`config.mk`:
```
export PLATFORM = sky130hd
export DESIGN_NAME = display_scan_scheduler
export DESIGN_NICKNAME = d
export VERILOG_FILES = /design/src/rtl/display_scan_scheduler.sv
export SDC_FILE = /design/constraint.sdc
export NUM_CORES = 1
export LEC_CHECK = 0
export ABC_CLOCK_PERIOD_IN_PS = 3200
export CAP_MARGIN = 20
export CORE_ASPECT_RATIO = 1.1
export CORE_MARGIN = 3
export CORE_UTILIZATION = 52
export DETAILED_ROUTE_END_ITERATION = 7
export GPL_TIMING_DRIVEN = 0
export PLACE_DENSITY = 0.8
export SETUP_SLACK_MARGIN = 0.4
export SLEW_MARGIN = 20
export SYNTH_ARGS = -nofsm -noshare
export SYNTH_HDL_FRONTEND = slang
export SYNTH_SLANG_ARGS = --single-unit
```
`constraint.sdc`:
```
create_clock -name clk -period 3.2 [get_ports clk]
set_input_delay 0.64 -clock clk [delete_from_list [all_inputs] [get_ports clk]]
set_output_delay 0.64 -clock clk [all_outputs]
set_load 0.03 [all_outputs]
```
`src/rtl/display_scan_scheduler.sv`:
```
// display_scan_scheduler: seven-segment digit scanner with per-slot blanking and frame-synchronous shadow text load
module display_scan_scheduler #(
  parameter int NUM_DIGITS   = 8,
  parameter int SCAN_DIV     = 5000,
  parameter int BLANK_CYCLES = 100
) (
  input  logic                    clk,
  input  logic                    reset_n,
  input  logic [8*NUM_DIGITS-1:0] digits_in,
  input  logic [NUM_DIGITS-1:0]   digit_en,
  input  logic                    load_req,
  output logic                    load_ack,
  output logic                    frame_done,
  output logic [NUM_DIGITS-1:0]   anode,
  output logic [7:0]              seg
);
  localparam int CW = $clog2(SCAN_DIV);
  localparam int IW = $clog2(NUM_DIGITS);
  localparam logic [CW-1:0] CNT_MAX   = CW'(SCAN_DIV - 1);
  localparam logic [CW-1:0] BLANK_END = CW'(BLANK_CYCLES);
  localparam logic [IW-1:0] IDX_MAX   = IW'(NUM_DIGITS - 1);

  logic [CW-1:0]           cnt, cnt_nxt;
  logic [IW-1:0]           idx, idx_nxt;
  logic [8*NUM_DIGITS-1:0] shadow, shadow_nxt;
  logic [NUM_DIGITS-1:0]   shadow_en, shadow_en_nxt, anode_nxt;
  logic [7:0]              seg_nxt;
  logic                    wrap, boundary, capture, show;

  // Next slot position, boundary capture, and the outputs for the upcoming cycle
  always_comb begin
    wrap          = cnt == CNT_MAX;
    boundary      = wrap && idx == IDX_MAX;
    capture       = boundary && load_req;
    cnt_nxt       = wrap ? '0 : cnt + CW'(1);
    idx_nxt       = !wrap ? idx : boundary ? '0 : idx + IW'(1);
    shadow_nxt    = capture ? digits_in : shadow;
    shadow_en_nxt = capture ? digit_en : shadow_en;
    show          = cnt_nxt >= BLANK_END && shadow_en_nxt[idx_nxt];
    anode_nxt     = show ? ~(NUM_DIGITS'(1) << idx_nxt) : '1;
    seg_nxt       = show ? ~shadow_nxt[{idx_nxt, 3'b000} +: 8] : 8'hFF;
  end

  // State and registered outputs; reset blanks the bus at once and clears the text
  always_ff @(posedge clk or negedge reset_n) begin
    if (!reset_n) begin
      cnt        <= '0;
      idx        <= '0;
      shadow     <= '0;
      shadow_en  <= '0;
      anode      <= '1;
      seg        <= 8'hFF;
      load_ack   <= 1'b0;
      frame_done <= 1'b0;
    end else begin
      cnt        <= cnt_nxt;
      idx        <= idx_nxt;
      shadow     <= shadow_nxt;
      shadow_en  <= shadow_en_nxt;
      anode      <= anode_nxt;
      seg        <= seg_nxt;
      load_ack   <= capture;
      frame_done <= boundary;
    end
  end
endmodule

```
==> results_dict.tcl, run 1 <==
set metrics [dict create \
    outcome "finished clean" \
    diodes 0 \
    postRouteAntennaNets 0 \
    route.met2.wl_um 6280 \
    synthArstFlopShare_pct 100 \
    min-delay-path-class "primary input to async pin" \
    drt-wirelength-per-cell_um 17.8 \
    seq_area_frac_synth_pct 53.7 \
    clkSinkCount 106 \
    numPortBuffers 92 \
    maxUsedRoutingLayer "met4" \
    grt_max_degree 72 \
    yosysWarningCount 0 \
    irDropWorstVdd_uv 223 \
    start_kind "flip-flop" \
    grt_pass1_vias 3937 \
    critical_path_required_ns 3.51 \
    ios 93 \
    power.density_nw_per_um2 334 \
    synth_cell_types 53 \
    cts.hold.buffers_added 0 \
    crit_family "simple AND/OR/NAND/NOR gates" \
    cts-root-buf "clkbuf_8" \
    clock_latency_ns 0.38 \
    synth-main-ff-cell "dfrtp_1" \
    path_max_fanout 10 \
    fin_crit_sh_pct 84.9 \
    synth_seq_cells 106 \
    clkTransAtPathRegs_ns 0.09 \
    setup_ws_ns 0.483 \
    tritoncts "built" \
    timing.rr.end "seg[4]" \
    cp_slowest_cell "dfrtp_1" \
    leakagePower_uw 0.00328 \
    cap_viol_max_count 0 \
    coreArea_um2 9100 \
    cts_buffers 9 \
    met3WireLength_um 740 \
    fp.dieW_um 99.3 \
    firstDrtPassIters 5 \
    reg2reg_setup_slack_ns 0.48 \
    p_comb_share_pct 5.7 \
    syn_inst 494 \
    finalSetupTns_ns 0 \
    skew_ns 0.0160 \
    maxSlewHeadroom_pct 66.2 \
    p_clk_share_pct 33.5 \
    initial_utilization_pct 54.7 \
    via_count 4064 \
    clockBufferDepth 2 \
    drc_errors 0 \
    finalHoldViolCount 0 \
    grt_overflow_total 0 \
    rows 36 \
    wl_um 13000 \
    cts_htree_levels 3 \
    grt_antenna_before_repair 0 \
    switching_power_uw 491 \
    die_y_um 109 \
    drive_gt1_share_pct 16.6 \
    grt_pass1_wl_um 19800 \
    tightest_slew_ns 0.507 \
    synth.avg_cell_area_um2 10.1 \
    wl_met1_um 5670 \
    final_nets 692 \
    synth_edf_count 0 \
    drv_slew 0 \
    rr_worst_depth 12 \
    p_sw_share_pct 22.3 \
    fmax_ghz 0.368 \
    rsz0062_at_grt "false" \
    end_kind "flip-flop" \
    nFillCells 643 \
    cp_cell_sequence "ha_1 -> ha_1 -> buf_4 -> nand4_1 -> nor4_4 -> buf_6 -> mux2_2 -> nor2b_2 -> a211oi_2 -> o221ai_2 -> buf_6 -> a31o_1" \
    setup_viol 0 \
    hpwl_um 9180 \
    syn_nets 572 \
    drt_iter0_drc 320 \
    cp.arrival_ns 3.03 \
    fin_crit_ns 2.72 \
    crit_type "flip-flop to flip-flop" \
    power.internal_uw 1710 \
    worst-path-buf-inv 3 \
    grt_use_total_pct 23.9 \
    syn_area_um2 4980 \
    p_seq_share_pct 60.8 \
    r2r-start "idx[1]" \
    dp_worst_setup_slack_ns -0.285 \
    gp_congestion 0.863 \
    via_per_inst 5.54 \
    syn2layout_area_growth_pct 32.3 \
    die_area_um2 10800 \
    critPathMaxStageDelay_ns 0.37 \
]
## logic make-up after synthesis
family | Yosys count | share of synthesized area [%]
compound gates | 65 | 10.5
xor+xnor | 11 | 1.94
fa+ha+maj | 3 | 0.754
buf+inv | 64 | 5.63
flops | 106 | 53.7
mux | 38 | 7.94
simple gates | 207 | 19.6
## flip-flops by register name, indices dropped and copies added, names as in the netlist
register / flops
frame_done: 1
cnt: 13
seg: 8
load_ack: 1
shadow: 64
idx: 3
shadow_en: 8
anode: 8
## cells in the mapped netlist (2+ instances only)
master	number	area share, %
a21oi_1	4	0.40
a221oi_1	12	2.1
a221oi_2	4	1.2
a31o_1	8	1.4
and2_1	5	0.63
buf_2	11	1.1
buf_6	3	0.68
clkbuf_1	12	0.90
dfrtp_1	90	45
dfstp_2	16	8.4
ha_1	3	0.75
inv_1	36	2.7
mux2_2	2	0.45
mux2i_1	35	7.0
nand2_1	131	9.9
nand3_1	22	2.2
nand3b_1	6	0.90
nor2_1	16	1.2
nor3_1	7	0.70
nor4_4	2	0.85
o211ai_1	17	2.6
o21ai_0	7	0.70
o21ai_1	3	0.30
or3_1	2	0.25
or4_1	3	0.45
xnor2_1	6	1.1
xor2_1	5	0.88
## worst register-to-register path, stage by stage, from the launching register on
cell and delay, ns:
dfrtp_1 0.37, ha_1 0.16, ha_1 0.15, buf_4 0.17, nand4_1 0.16, nor4_4 0.29, buf_6 0.17, mux2_2 0.37
nor2b_2 0.15, a211oi_2 0.05, o221ai_2 0.31, buf_6 0.18, a31o_1 0.13
## area by class of cell
cell class              count  area, um2  area share (%)
plain buffers              27        183            2.77
clock buffers              13        139            2.11
clock inverters             3       25.0           0.380
inverters                  37        139            2.11
multi-input cells         324       2210            33.5
flip-flops and latches    106       2670            40.6
well taps                 114        143            2.17
repair buffers            109       1080            16.4
## worst max path at each step
stage                  start         end  slack (ns)  cells after the start
global route          idx[1]      seg[4]        0.38                     12
CTS                   idx[1]      seg[4]        0.40                     12
detailed placement  load_req      seg[1]       -0.29                      8
finish                idx[1]      seg[4]        0.48                     12
global placement     reset_n  shadow[57]       -2.31                      1
floorplan             cnt[0]    anode[5]        0.58                     10
## through the flow
step                      power (uW)  hold slack [ns]  std cells  cell area, um2  util, %
after CTS                       2220            0.141        725            6410     70.5
after floorplan                 1370            0.344        494            4980        -
after detailed placement        1490            0.450        701            6070     66.7
after global placement          1490            0.443        700            6040     66.4
final                           2200            0.141        733            6590     72.4
after global routing            2270            0.156        733            6590     72.4
## layer usage
layer	track usage, %	vias up
met4	9.37	0
met3	4.16	29
li1	-	1919
met2	37.6	164
met1	33.4	1952
met5	0	-
## layout by cell type, fill, tap and decap left out, drive strengths merged, types with 2 or more instances in the layout
| cell type | count |
|---|---|
| nand2 | 132 |
| clkdlybuf4s50 | 91 |
| dfrtp | 90 |
| inv | 38 |
| mux2i | 35 |
| buf | 35 |
| clkbuf | 23 |
| nand3 | 22 |
| o211ai | 17 |
| nor2 | 16 |
| dfstp | 16 |
| a221oi | 16 |
| o21ai | 11 |
| a31o | 8 |
| nor3 | 7 |
| nand3b | 6 |
| xnor2 | 6 |
| and2 | 6 |
| xor2 | 5 |
| a21oi | 5 |
| nor4 | 4 |
| or4 | 3 |
| ha | 3 |
| nand4bb | 2 |
| mux2 | 2 |
| or3 | 2 |
| or2 | 2 |
## power by group through the flow
stage	Clock (uW)	Sequential (uW)	Combinational (uW)
2_1_floorplan	0	1370	1.55
3_3_place_gp	0	1370	123
3_5_place_dp	0	1370	127
4_1_cts	749	1340	127
5_1_grt	795	1340	135
6_report	739	1340	125
## repair_timing
action	in CTS	in global routing
cloned	1	0
resized for setup	25	31
setup buffers	7	8
pin swaps	4	5
setup endpoints to repair	12	12
Note: power is estimated with default switching activity, not from simulation.
==> inputs of run 2 (changes only) <==
Settings changed: ABC_CLOCK_PERIOD_IN_PS 3200 to 2780.
Clock period 3.2 ns to 2.78 ns, I/O delays scaled along.
==> results_dict.tcl, run 2 (synthesis gave the netlist of run 1 again) <==
set metrics [dict create \
    cap_viol_max_count 0 \
    wl_um 15100 \
    clkSinkCount 106 \
    start_kind "flip-flop" \
    cts_htree_levels 3 \
    path_max_fanout 7 \
    via_count 4402 \
    hpwl_um 9080 \
    crit_start "cnt[8]" \
    clock_latency_ns 0.38 \
    tightest_slew_ns 0.536 \
    largest_reg_flops 64 \
    maxSlewHeadroom_pct 64.3 \
    drt_iter0_drc 367 \
    regMostFlops "shadow" \
    ios 93 \
    power.density_nw_per_um2 366 \
    grt_pass1_vias 4371 \
    rsz0062_at_grt "true" \
    skew_ns 0.0203 \
    reg2reg_setup_slack_ns 0.06 \
    grt_pass1_wl_um 22100 \
    endpoint "anode[4]" \
    grt_max_degree 78 \
    outcome "finished clean" \
    final_common_cell "nand2_1" \
    initial_utilization_pct 54.7 \
    min-delay-path-class "primary input to async pin" \
    largestRegisters "shadow (64), cnt (13)" \
    via_per_inst 5.82 \
    fp.dieW_um 99.3 \
    setup_ws_ns 0.0606 \
    timing.rr.end "anode[4]" \
    dp_worst_setup_slack_ns -0.619 \
    grt_overflow_total 0 \
    post_dp_cell_area_um2 6130 \
    grt_antenna_before_repair 0 \
    final_nets 716 \
    die_y_um 109 \
    drt-wirelength-per-cell_um 19.9 \
    fin_crit_sh_pct 97.8 \
    setup_viol 0 \
    postRouteAntennaNets 0 \
    firstDrtPassIters 5 \
    drv_slew 0 \
    diodes 0 \
    rr_worst_depth 9 \
    cts.hold.buffers_added 0 \
    cp.arrival_ns 3.02 \
    rows 36 \
    final_area_um2 7110 \
    drive_gt1_share_pct 22.6 \
    finalHoldViolCount 0 \
    coreArea_um2 9100 \
    clockBufferDepth 2 \
    tritoncts "built" \
    whs_ns 0.0363 \
    critical_path_required_ns 3.08 \
    die_area_um2 10800 \
    r2r-start "cnt[8]" \
    fmax_ghz 0.368 \
    grt_use_total_pct 26.4 \
    cts_buffers 9 \
    gp_congestion 0.849 \
    end_kind "flip-flop" \
    drc_errors 0 \
    irDropWorstVdd_uv 271 \
    crit_type "flip-flop to flip-flop" \
    final_cell_mix "nand2_1 (131), clkdlybuf4s50_1 (91), dfrtp_1 (89)" \
    cts-root-buf "clkbuf_8" \
    clkTransAtPathRegs_ns 0.11 \
    numPortBuffers 92 \
    nFillCells 522 \
    leakagePower_uw 0.00350 \
    fin_crit_ns 2.72 \
    syn2layout_area_growth_pct 42.7 \
]
run 2: worst min path at each step:
stage               startpoint  depth (start not counted)    endpoint  slack [ns]
floorplan              reset_n                          0      cnt[0]        0.26
global placement    shadow[38]                          2  shadow[38]        0.44
detailed placement  shadow[32]                          2  shadow[32]        0.45
CTS                    reset_n                          1      cnt[5]        0.05
global route           reset_n                          1      cnt[5]        0.05
finish                 reset_n                          1      cnt[5]        0.04
run 2: routing by layer:
metal / wire length (um) / vias up / global-route usage [%]
met5: 0 / - / 0
li1: - / 1963 / -
met1: 5880 / 2173 / 34.6
met2: 7570 / 223 / 43.9
met3: 1050 / 43 / 5.05
met4: 562 / 0 / 10.1
run 2: timing repair:
item / in CTS / in global routing
cloned: 2 / 0
pin swaps: 14 / 13
setup endpoints to repair: 68 / 16
buffers inserted: 28 / 10
hold endpoints to repair: 0 / 0
resized for setup: 63 / 36
run 2: stage by stage:
stage	setup TNS, ns	std cells	power (uW)	utilization (%)
after floorplan	0	494	1570	-
after global placement	-264.20	700	1710	67.1
after detailed placement	-5.08	701	1720	67.4
after CTS	0	747	2580	75.9
after global routing	0	757	2680	78.1
final	0	757	2600	78.1
run 2: critical path, cell delays in order, from the launching register on:
cell and delay (ns):
dfrtp_1 0.46, nand2_1 0.23, or4_4 0.59, buf_6 0.15, nand2_4 0.08, o21ai_4 0.12, buf_6 0.16, a211oi_4 0.26
o221ai_4 0.16, or4_4 0.45
run 2: area by class of cell:
class                           instances  area [um2]  share of cell area, %
Sequential cell                       106        2670                   37.6
Multi-Input combinational cell        324        2400                   33.8
Timing Repair Buffer                  133        1320                   18.6
Buffer                                 27         250                   3.52
Tap cell                              114         143                   2.01
Inverter                               37         141                   1.99
Clock buffer                           10         128                   1.80
Clock inverter                          6        48.8                  0.687
run 2: where the power goes:
part / total (uW) / switching, uW / leakage (uW) / internal (uW)
combinational: 147 / 50.2 / 0.00199 / 96.4
sequential: 1540 / 0 / 0.00141 / 1540
clock: 913 / 574 / 0.0000916 / 339
total: 2600 / 624 / 0.00350 / 1980
